==> config.mk <==
export PLATFORM = sky130hd
export DESIGN_NAME = des_key_schedule
export DESIGN_NICKNAME = d
export VERILOG_FILES = /design/src/rtl/des_pkg.sv /design/src/rtl/des_pc2.sv /design/src/rtl/des_key_schedule.sv
export SDC_FILE = /design/constraint.sdc
export NUM_CORES = 1
export LEC_CHECK = 0
export CORE_UTILIZATION = 56
export CTS_CLUSTER_DIAMETER = 200
export DETAILED_ROUTE_END_ITERATION = 16
export PLACE_DENSITY_LB_ADDON = 0.2
export SYNTH_ARGS = -nofsm -noshare
export SYNTH_HDL_FRONTEND = slang
export SYNTH_SLANG_ARGS = --single-unit
==> constraint.sdc <==
create_clock -name clk -period 5.2 [get_ports clk]
set_clock_uncertainty 0.2 [all_clocks]
set_input_delay 0.52 -clock clk [delete_from_list [all_inputs] [get_ports clk]]
set_output_delay 0.52 -clock clk [all_outputs]
set_load 0.005 [all_outputs]
==> src/rtl/des_pkg.sv <==
// Shared DES key-schedule definitions: widths, PC-1/PC-2 tables,
// shift schedule, FSM state encoding and 28-bit rotate helpers.
package des_pkg;

    localparam int KEY_W  = 64;
    localparam int CD_W   = 56;
    localparam int HALF_W = 28;
    localparam int SK_W   = 48;
    localparam int ROUNDS = 16;

    typedef enum logic {
        ST_IDLE,
        ST_RUN
    } ks_state_e;

    // DES bit numbers (1 = MSB), PC-1 output bit 1 first.
    localparam int PC1 [CD_W] = '{
        57, 49, 41, 33, 25, 17,  9,  1, 58, 50, 42, 34, 26, 18,
        10,  2, 59, 51, 43, 35, 27, 19, 11,  3, 60, 52, 44, 36,
        63, 55, 47, 39, 31, 23, 15,  7, 62, 54, 46, 38, 30, 22,
        14,  6, 61, 53, 45, 37, 29, 21, 13,  5, 28, 20, 12,  4
    };

    // C/D bit numbers (1 = MSB of C), PC-2 output bit 1 first.
    localparam int PC2 [SK_W] = '{
        14, 17, 11, 24,  1,  5,  3, 28, 15,  6, 21, 10,
        23, 19, 12,  4, 26,  8, 16,  7, 27, 20, 13,  2,
        41, 52, 31, 37, 47, 55, 30, 40, 51, 45, 33, 48,
        44, 49, 39, 56, 34, 53, 46, 42, 50, 36, 29, 32
    };

    // Entry i is the shift applied before round key K(i+1).
    localparam int SHIFT [ROUNDS] = '{
        1, 1, 2, 2, 2, 2, 2, 2, 1, 2, 2, 2, 2, 2, 2, 1
    };

    function automatic logic [HALF_W-1:0] rotl28(
        input logic [HALF_W-1:0] x,
        input logic              two
    );
        return two ? {x[25:0], x[27:26]} : {x[26:0], x[27]};
    endfunction

    function automatic logic [HALF_W-1:0] rotr28(
        input logic [HALF_W-1:0] x,
        input logic              two
    );
        return two ? {x[1:0], x[27:2]} : {x[0], x[27:1]};
    endfunction

endpackage

==> src/rtl/des_pc2.sv <==
// PC-2 selection: 56-bit C||D in, 48-bit round subkey out.
// Ports: cd_i (C in [55:28], D in [27:0]), subkey_o (bit 47 = PC-2 bit 1).
module des_pc2
    import des_pkg::*;
(
    input  logic [CD_W-1:0] cd_i,
    output logic [SK_W-1:0] subkey_o
);

    for (genvar i = 0; i < SK_W; i++) begin : g_sel
        assign subkey_o[SK_W-1-i] = cd_i[CD_W-PC2[i]];
    end

endmodule

==> src/rtl/des_key_schedule.sv <==
// Sequential DES key schedule: loads a key, emits 16 subkeys over a
// valid/ready handshake (K1..K16 encrypt, K16..K1 decrypt).
// Ports: clk, rst (sync, active high), start/key/decrypt load a schedule;
// subkey/subkey_valid/subkey_ready handshake; round, busy, done status;
// parity_err is live only when DES_KS_PARITY_CHECK_EN is defined.
module des_key_schedule
    import des_pkg::*;
(
    input  logic             clk,
    input  logic             rst,
    input  logic             start,
    input  logic [KEY_W-1:0] key,
    input  logic             decrypt,
    output logic [SK_W-1:0]  subkey,
    output logic             subkey_valid,
    input  logic             subkey_ready,
    output logic [3:0]       round,
    output logic             busy,
    output logic             done,
    output logic             parity_err
);

    ks_state_e         state_q, state_d;
    logic [HALF_W-1:0] c_q, c_d;
    logic [HALF_W-1:0] d_q, d_d;
    logic [3:0]        round_q, round_d;
    logic              dec_q, dec_d;
    logic              done_q, done_d;

    logic [CD_W-1:0]   pc1_key;
    logic [HALF_W-1:0] c_ld, d_ld;
    logic [3:0]        sidx;
    logic              two;

    for (genvar i = 0; i < CD_W; i++) begin : g_pc1
        assign pc1_key[CD_W-1-i] = key[KEY_W-PC1[i]];
    end

    assign c_ld = pc1_key[CD_W-1:HALF_W];
    assign d_ld = pc1_key[HALF_W-1:0];

    // Shift for the key that follows the one now presented.
    assign sidx = dec_q ? (4'd15 - round_q) : (round_q + 4'd1);
    assign two  = (SHIFT[sidx] == 2);

    always_comb begin
        state_d = state_q;
        c_d     = c_q;
        d_d     = d_q;
        round_d = round_q;
        dec_d   = dec_q;
        done_d  = 1'b0;
        case (state_q)
            ST_IDLE: begin
                if (start) begin
                    state_d = ST_RUN;
                    dec_d   = decrypt;
                    round_d = 4'd0;
                    // Total shift is 28, so unrotated PC-1 is C16/D16.
                    c_d = decrypt ? c_ld : rotl28(c_ld, 1'b0);
                    d_d = decrypt ? d_ld : rotl28(d_ld, 1'b0);
                end
            end
            ST_RUN: begin
                if (subkey_ready) begin
                    if (round_q == 4'd15) begin
                        state_d = ST_IDLE;
                        done_d  = 1'b1;
                    end else begin
                        round_d = round_q + 4'd1;
                        c_d = dec_q ? rotr28(c_q, two)
                                    : rotl28(c_q, two);
                        d_d = dec_q ? rotr28(d_q, two)
                                    : rotl28(d_q, two);
                    end
                end
            end
            default: state_d = ST_IDLE;
        endcase
    end

    always_ff @(posedge clk) begin
        if (rst) begin
            state_q <= ST_IDLE;
            c_q     <= '0;
            d_q     <= '0;
            round_q <= '0;
            dec_q   <= 1'b0;
            done_q  <= 1'b0;
        end else begin
            state_q <= state_d;
            c_q     <= c_d;
            d_q     <= d_d;
            round_q <= round_d;
            dec_q   <= dec_d;
            done_q  <= done_d;
        end
    end

    des_pc2 u_pc2 (
        .cd_i     ({c_q, d_q}),
        .subkey_o (subkey)
    );

    assign subkey_valid = (state_q == ST_RUN);
    assign busy         = (state_q == ST_RUN);
    assign round        = round_q;
    assign done         = done_q;

`ifdef DES_KS_PARITY_CHECK_EN
    logic       par_q, par_d;
    logic [7:0] byte_bad;

    for (genvar b = 0; b < 8; b++) begin : g_par
        assign byte_bad[b] = ~^key[8*b +: 8];
    end

    always_comb begin
        par_d = par_q;
        if (state_q == ST_IDLE && start) begin
            par_d = |byte_bad;
        end
    end

    always_ff @(posedge clk) begin
        if (rst) par_q <= 1'b0;
        else     par_q <= par_d;
    end

    assign parity_err = par_q;
`else
    // Parity bits are dropped by PC-1 and have no other consumer here.
    logic unused_parity;
    assign unused_parity = ^{key[56], key[48], key[40], key[32],
                             key[24], key[16], key[8],  key[0]};
    assign parity_err = 1'b0;
`endif

endmodule
==> results of run 1 <==
## final timing paths
path                   to  cells after the start
hold reg to reg   c_q[19]                      2
setup reg to reg   d_q[3]                      6
setup / recovery   d_q[3]                      6
hold / removal    c_q[19]                      2
## layout by cell type (no fill, tap or decap), drive strengths merged, types with 4 or more instances in the layout
master and count:
clkdlybuf4s50 113, buf 8, nand2 113, a31o 54, nor3 56, a211oi 56, mux2i 57, clkbuf 14
nor2b 4, o22ai 54, dfxtp 63, and3 54, a21oi 60, nor2 13
## registers in the layout (all words and copies together), names as in the netlist
signal and flops:
c_q 28, d_q 28, busy 1, done 1, round 4, dec_q 1
## worst max-delay path: cells and delay by family (launching register included)
kind / cells / cell delay (ns)
DFF: 1 / 0.52
adders and majority gates: 1 / 0.29
AOI/OAI and AO/OA: 2 / 0.68
xor gates and xnor gates: 1 / 0.22
and+or+nand+nor: 2 / 1.31
## area by class of cell
type / instances / area, µm²
clock buffers: 14 / 183
clock inverters: 2 / 60.1
fillers: 845 / 3020
inverters: 2 / 7.51
multi-input cells: 550 / 3480
flip-flops and latches: 63 / 1270
well taps: 129 / 161
repair buffers: 121 / 1190
## power breakdown
| part | internal, mW | switching, mW | total, mW |
|---|---|---|---|
| Clock | 0.323 | 0.203 | 0.527 |
| Combinational | 0.207 | 0.201 | 0.408 |
| Sequential | 0.521 | 0.0739 | 0.595 |
## metrics by stage
stage	power (mW)	hold slack [ns]	cell area (µm²)
2_1_floorplan	0.882	0.294	5510
3_3_place_gp	0.998	0.320	6110
3_5_place_dp	1.01	0.333	6110
4_1_cts	1.53	0.343	6350
5_1_grt	1.60	0.373	6350
6_report	1.53	0.344	6350
## layer usage
| metal | up-vias | share of wire |
|---|---|---|
| met2 | 295 | 0.46 |
| met1 | 2655 | 0.45 |
| met5 | - | 0 |
| met4 | 0 | 0.010 |
| li1 | 2733 | - |
| met3 | 16 | 0.084 |
## cells by family (layout without fill, tap and decap cells)
kind of cell / Yosys count / in the layout / share of synthesized area
DFF: 63 / 63 / 0.229
buffers and inverters: 132 / 139 / 0.139
and+or+nand+nor: 250 / 250 / 0.217
adders and majority gates: 1 / 1 / 0.00227
AOI/OAI and AO/OA: 238 / 238 / 0.302
muxes: 59 / 59 / 0.108
xor gates and xnor gates: 1 / 1 / 0.00159
other: 1 / 1 / 0.000681
==> qor.txt, run 1 <==
Core ar.: 9370 µm²
Clk sinks: 63
Static Leak: 2.31 nW
Synth cell count leaders: nand2_1, dfxtp_1, a21oi_1
GR Layer Usage met1: 0.415
Max incr delay on CP: 0.78 ns
Clock root cell: clkbuf_8
Pin count of the biggest net entering global routing: 113
Slew at the pin closest to its max-slew limit: 1.16 ns
Period utilisation layout: 0.656
Cells after DPL: 865
R2R setup slack: 1.79 ns
Remaining DRCs: 0
Met2 usage: 0.451
Drt wl/cell: 17.2 µm
Synthesis-to-finish area growth: 15.4%
DRT iter0 DRCs: 614
Die area: 10200 µm²
Worst R2R Start: round[1]
RSZ-0062 raised after global routing: false
CP Launch Point: round[1]
Io pins: 125
# diodes: 0
Final Net Count: 817
Worst rel slew slack: 0.229
Worst Path Required: 5.19 ns
CP Cell Sequence: ha_1, xor2_1, or3_4, nand2_2, a211oi_1, o22ai_1
Total of max-cap violations: 0
Fmax: 0.293 GHz
Hold buffer count at CTS: 0
Clock-pin slew on the worst setup and hold paths: 0.07 ns
Fin util: 0.678
Worst VDD drop: 0.161 mV
Row count: 35
Synth area leaders: dfxtp_1, mux2i_1, a31o_1
Placer Congestion: 0.815
Vias in the first global route: 4971
Vias/cell: 6.47
Crit end category: flop
Syn_nets: 815
Share of the synthesized area in the top cell type: 0.229
Antenna violations before repair: 0
Top FF cell, synth: dfxtp_1
ANT nets after route: 0
Netlist cell types: 42
Worst-Skew Late Latency: 0.34 ns
Global route total overflow: 0
Ys Warns: 0
Starting Density: 0.587
Post-synth ARST share: 0
GRT busiest layer: met2
Post-Place Setup Slack: 1.93 ns
Mapped Cells: 745
Endpoints failing hold: 0
Peak fanout along the critical path: 59
Cell taking the most area after synthesis: dfxtp_1
Slew Viols, Final: 0
Routed WL: 15.1 mm
Layout Cells excl Fill: 881
Synth Register Bits: 63
Setup violators final: 0
WS Path Type: reg -> reg
Synthesized area per cell: 7.39 µm²
Worst setup margin: 1.79 ns
PostCTS Resize Cnt: 0
Die Width: 101 µm
First-pass GRT wire length: 24.4 mm
Status: completed
TritonRoute pass-1 iters: 5
Vias: 5699
Count leader, synth: nand2_1
HPWL after detailed placement: 8.45 mm
Setup_tns: 0 ns
M3 GR Usage: 0.0469
EDFF count, synth: 0
Critical path launch point type: flop
Seq/Total Area, Yosys: 0.229
Max H-tree Level: 3
CP max stage cell: nand2_2
Ratio of cells with drive above 1 in the final layout: 0.0465
Crit path time final: 3.41 ns
CTS tree: yes
Port Buf Inserts: 115
Crit path DAT: 3.40 ns
GRT Util Overall: 0.291
PwrDens: 241 nW/µm²
Deepest clock path buffer count: 2
Syn Std Cell Area: 5510 µm²
HP Class: reg -> reg
Clock buffer count from CTS: 9
Hold path start: c_q[19]
Height of the die: 101 µm
Postcts setup bufs: 0
Note: power is estimated with default switching activity, not from simulation.
==> run 2, diff against run 1 <==
Settings changed: CORE_UTILIZATION 56 to 47.
Clock period 5.2 ns to 3 ns, I/O delays scaled along.
==> qor.txt, run 2 (synthesis results as in run 1) <==
Clock buffer count from CTS: 9
Remaining DRCs: 0
Static Leak: 2.39 nW
Hold buffer count at CTS: 0
PostCTS Resize Cnt: 0
Clock root cell: clkbuf_16
TritonRoute pass-1 iters: 5
Hold Path End: busy
FF-to-FF End: c_q[19]
Routed WL: 15.8 mm
Fmax: 0.347 GHz
Commonest non-fill, non-tap cell in the layout: clkdlybuf4s50_1
Slew Viols, Final: 0
Deepest clock path buffer count: 2
Vias: 5660
Clock-pin slew on the worst setup and hold paths: 0.06 ns
Crit end category: flop
Worst Path Required: 3.03 ns
Critical path launch point type: flop
Port Buf Inserts: 115
Max H-tree Level: 3
Synthesis-to-finish area growth: 18.6%
Height of the die: 110 µm
Ratio of cells with drive above 1 in the final layout: 0.0578
Die area: 12200 µm²
Starting Density: 0.482
Drt wl/cell: 17.5 µm
HP Class: reg -> reg
CP max stage cell: or3_4
Power, Total: 2.77 mW
Core ar.: 11400 µm²
GRT Util Overall: 0.265
Hold path start: busy
Row count: 39
Postcts setup bufs: 0
Pin count of the biggest net entering global routing: 93
ANT nets after route: 0
Io pins: 125
Crit path time final: 2.89 ns
Status: completed
R2r worst-path depth: 7
Fin area: 6530 µm²
Global route total overflow: 0
Worst rel slew slack: 0.218
Period utilisation layout: 0.962
Clk sinks: 63
Crit path DAT: 2.92 ns
Setup violators final: 0
Worst R2R Start: round[0]
DRT iter0 DRCs: 421
Post-Place Cell Area: 6240 µm²
Placer Congestion: 0.796
Worst-Skew Late Latency: 0.33 ns
HPWL after detailed placement: 9.42 mm
# diodes: 0
Worst VDD drop: 0.298 mV
RSZ-0062 raised after global routing: false
Endpoints failing hold: 0
WS Path Type: reg -> reg
Most frequent cells in the layout: clkdlybuf4s50_1, nand2_1, dfxtp_1
Peak fanout along the critical path: 54
Die Width: 110 µm
PwrDens: 425 nW/µm²
Hold Crit Depth: 2
Setup_tns: 0 ns
Antenna violations before repair: 0
Final Net Count: 826
Slew at the pin closest to its max-slew limit: 1.17 ns
R2R setup slack: 0.11 ns
Total of max-cap violations: 0
CTS tree: yes
Max incr delay on CP: 0.53 ns
CP Cell Sequence: ha_1, xor2_1, or3_4, nand2_2, buf_4, a211oi_1, o41ai_1
Layout fillers: 1112
Vias/cell: 6.26
First-pass GRT wire length: 25.8 mm
Vias in the first global route: 5192
## run 2: how the worst max path moves through the flow
| stage | end | slack [ns] | start |
|---|---|---|---|
| after floorplan | c_q[10] | 0.77 | round[0] |
| after global placement | c_q[19] | 0.30 | round[0] |
| after detailed placement | c_q[19] | 0.21 | round[0] |
| after CTS | c_q[19] | 0.20 | round[0] |
| after global routing | c_q[19] | 0.03 | round[0] |
| final | c_q[19] | 0.11 | round[0] |
## run 2: metal layers
| metal | wire [µm] | global-route usage |
|---|---|---|
| met1 | 7460 | 0.383 |
| met2 | 7090 | 0.406 |
| met3 | 1060 | 0.0447 |
| met4 | 165 | 0.0639 |
| met5 | 0 | 0 |
## run 2: power by group
group	switching, mW	internal, mW	total (mW)
combinational	0.358	0.373	0.731
clock	0.405	0.607	1.01
sequential	0.125	0.904	1.03
## run 2: final cells by class
| class | instances | area [µm²] | area share |
|---|---|---|---|
| Clock buffer | 11 | 254 | 0.0389 |
| Tap cell | 143 | 179 | 0.0274 |
| Clock inverter | 5 | 31.3 | 0.00479 |
| Multi-Input combinational cell | 550 | 3480 | 0.534 |
| Sequential cell | 63 | 1270 | 0.194 |
| Inverter | 2 | 7.51 | 0.00115 |
| Timing Repair Buffer | 130 | 1310 | 0.200 |
## run 2: worst max-delay path, delay by kind of cell, from the launching register on
kind	cells	cell delay, ns
adders and majority gates	1	0.29
xor gates and xnor gates	1	0.11
AOI/OAI and AO/OA	2	0.46
and+or+nand+nor	2	0.65
buffers and inverters	1	0.50
DFF	1	0.51
## run 2: through the flow
step / hold WS, ns / util / setup WS [ns] / cells
2_1_floorplan: 0.262 / - / 0.767 / 745
3_3_place_gp: 0.320 / 0.547 / 0.296 / 888
3_5_place_dp: 0.329 / 0.547 / 0.212 / 888
4_1_cts: 0.339 / 0.572 / 0.196 / 904
5_1_grt: 0.374 / 0.572 / 0.0289 / 904
6_report: 0.336 / 0.572 / 0.114 / 904
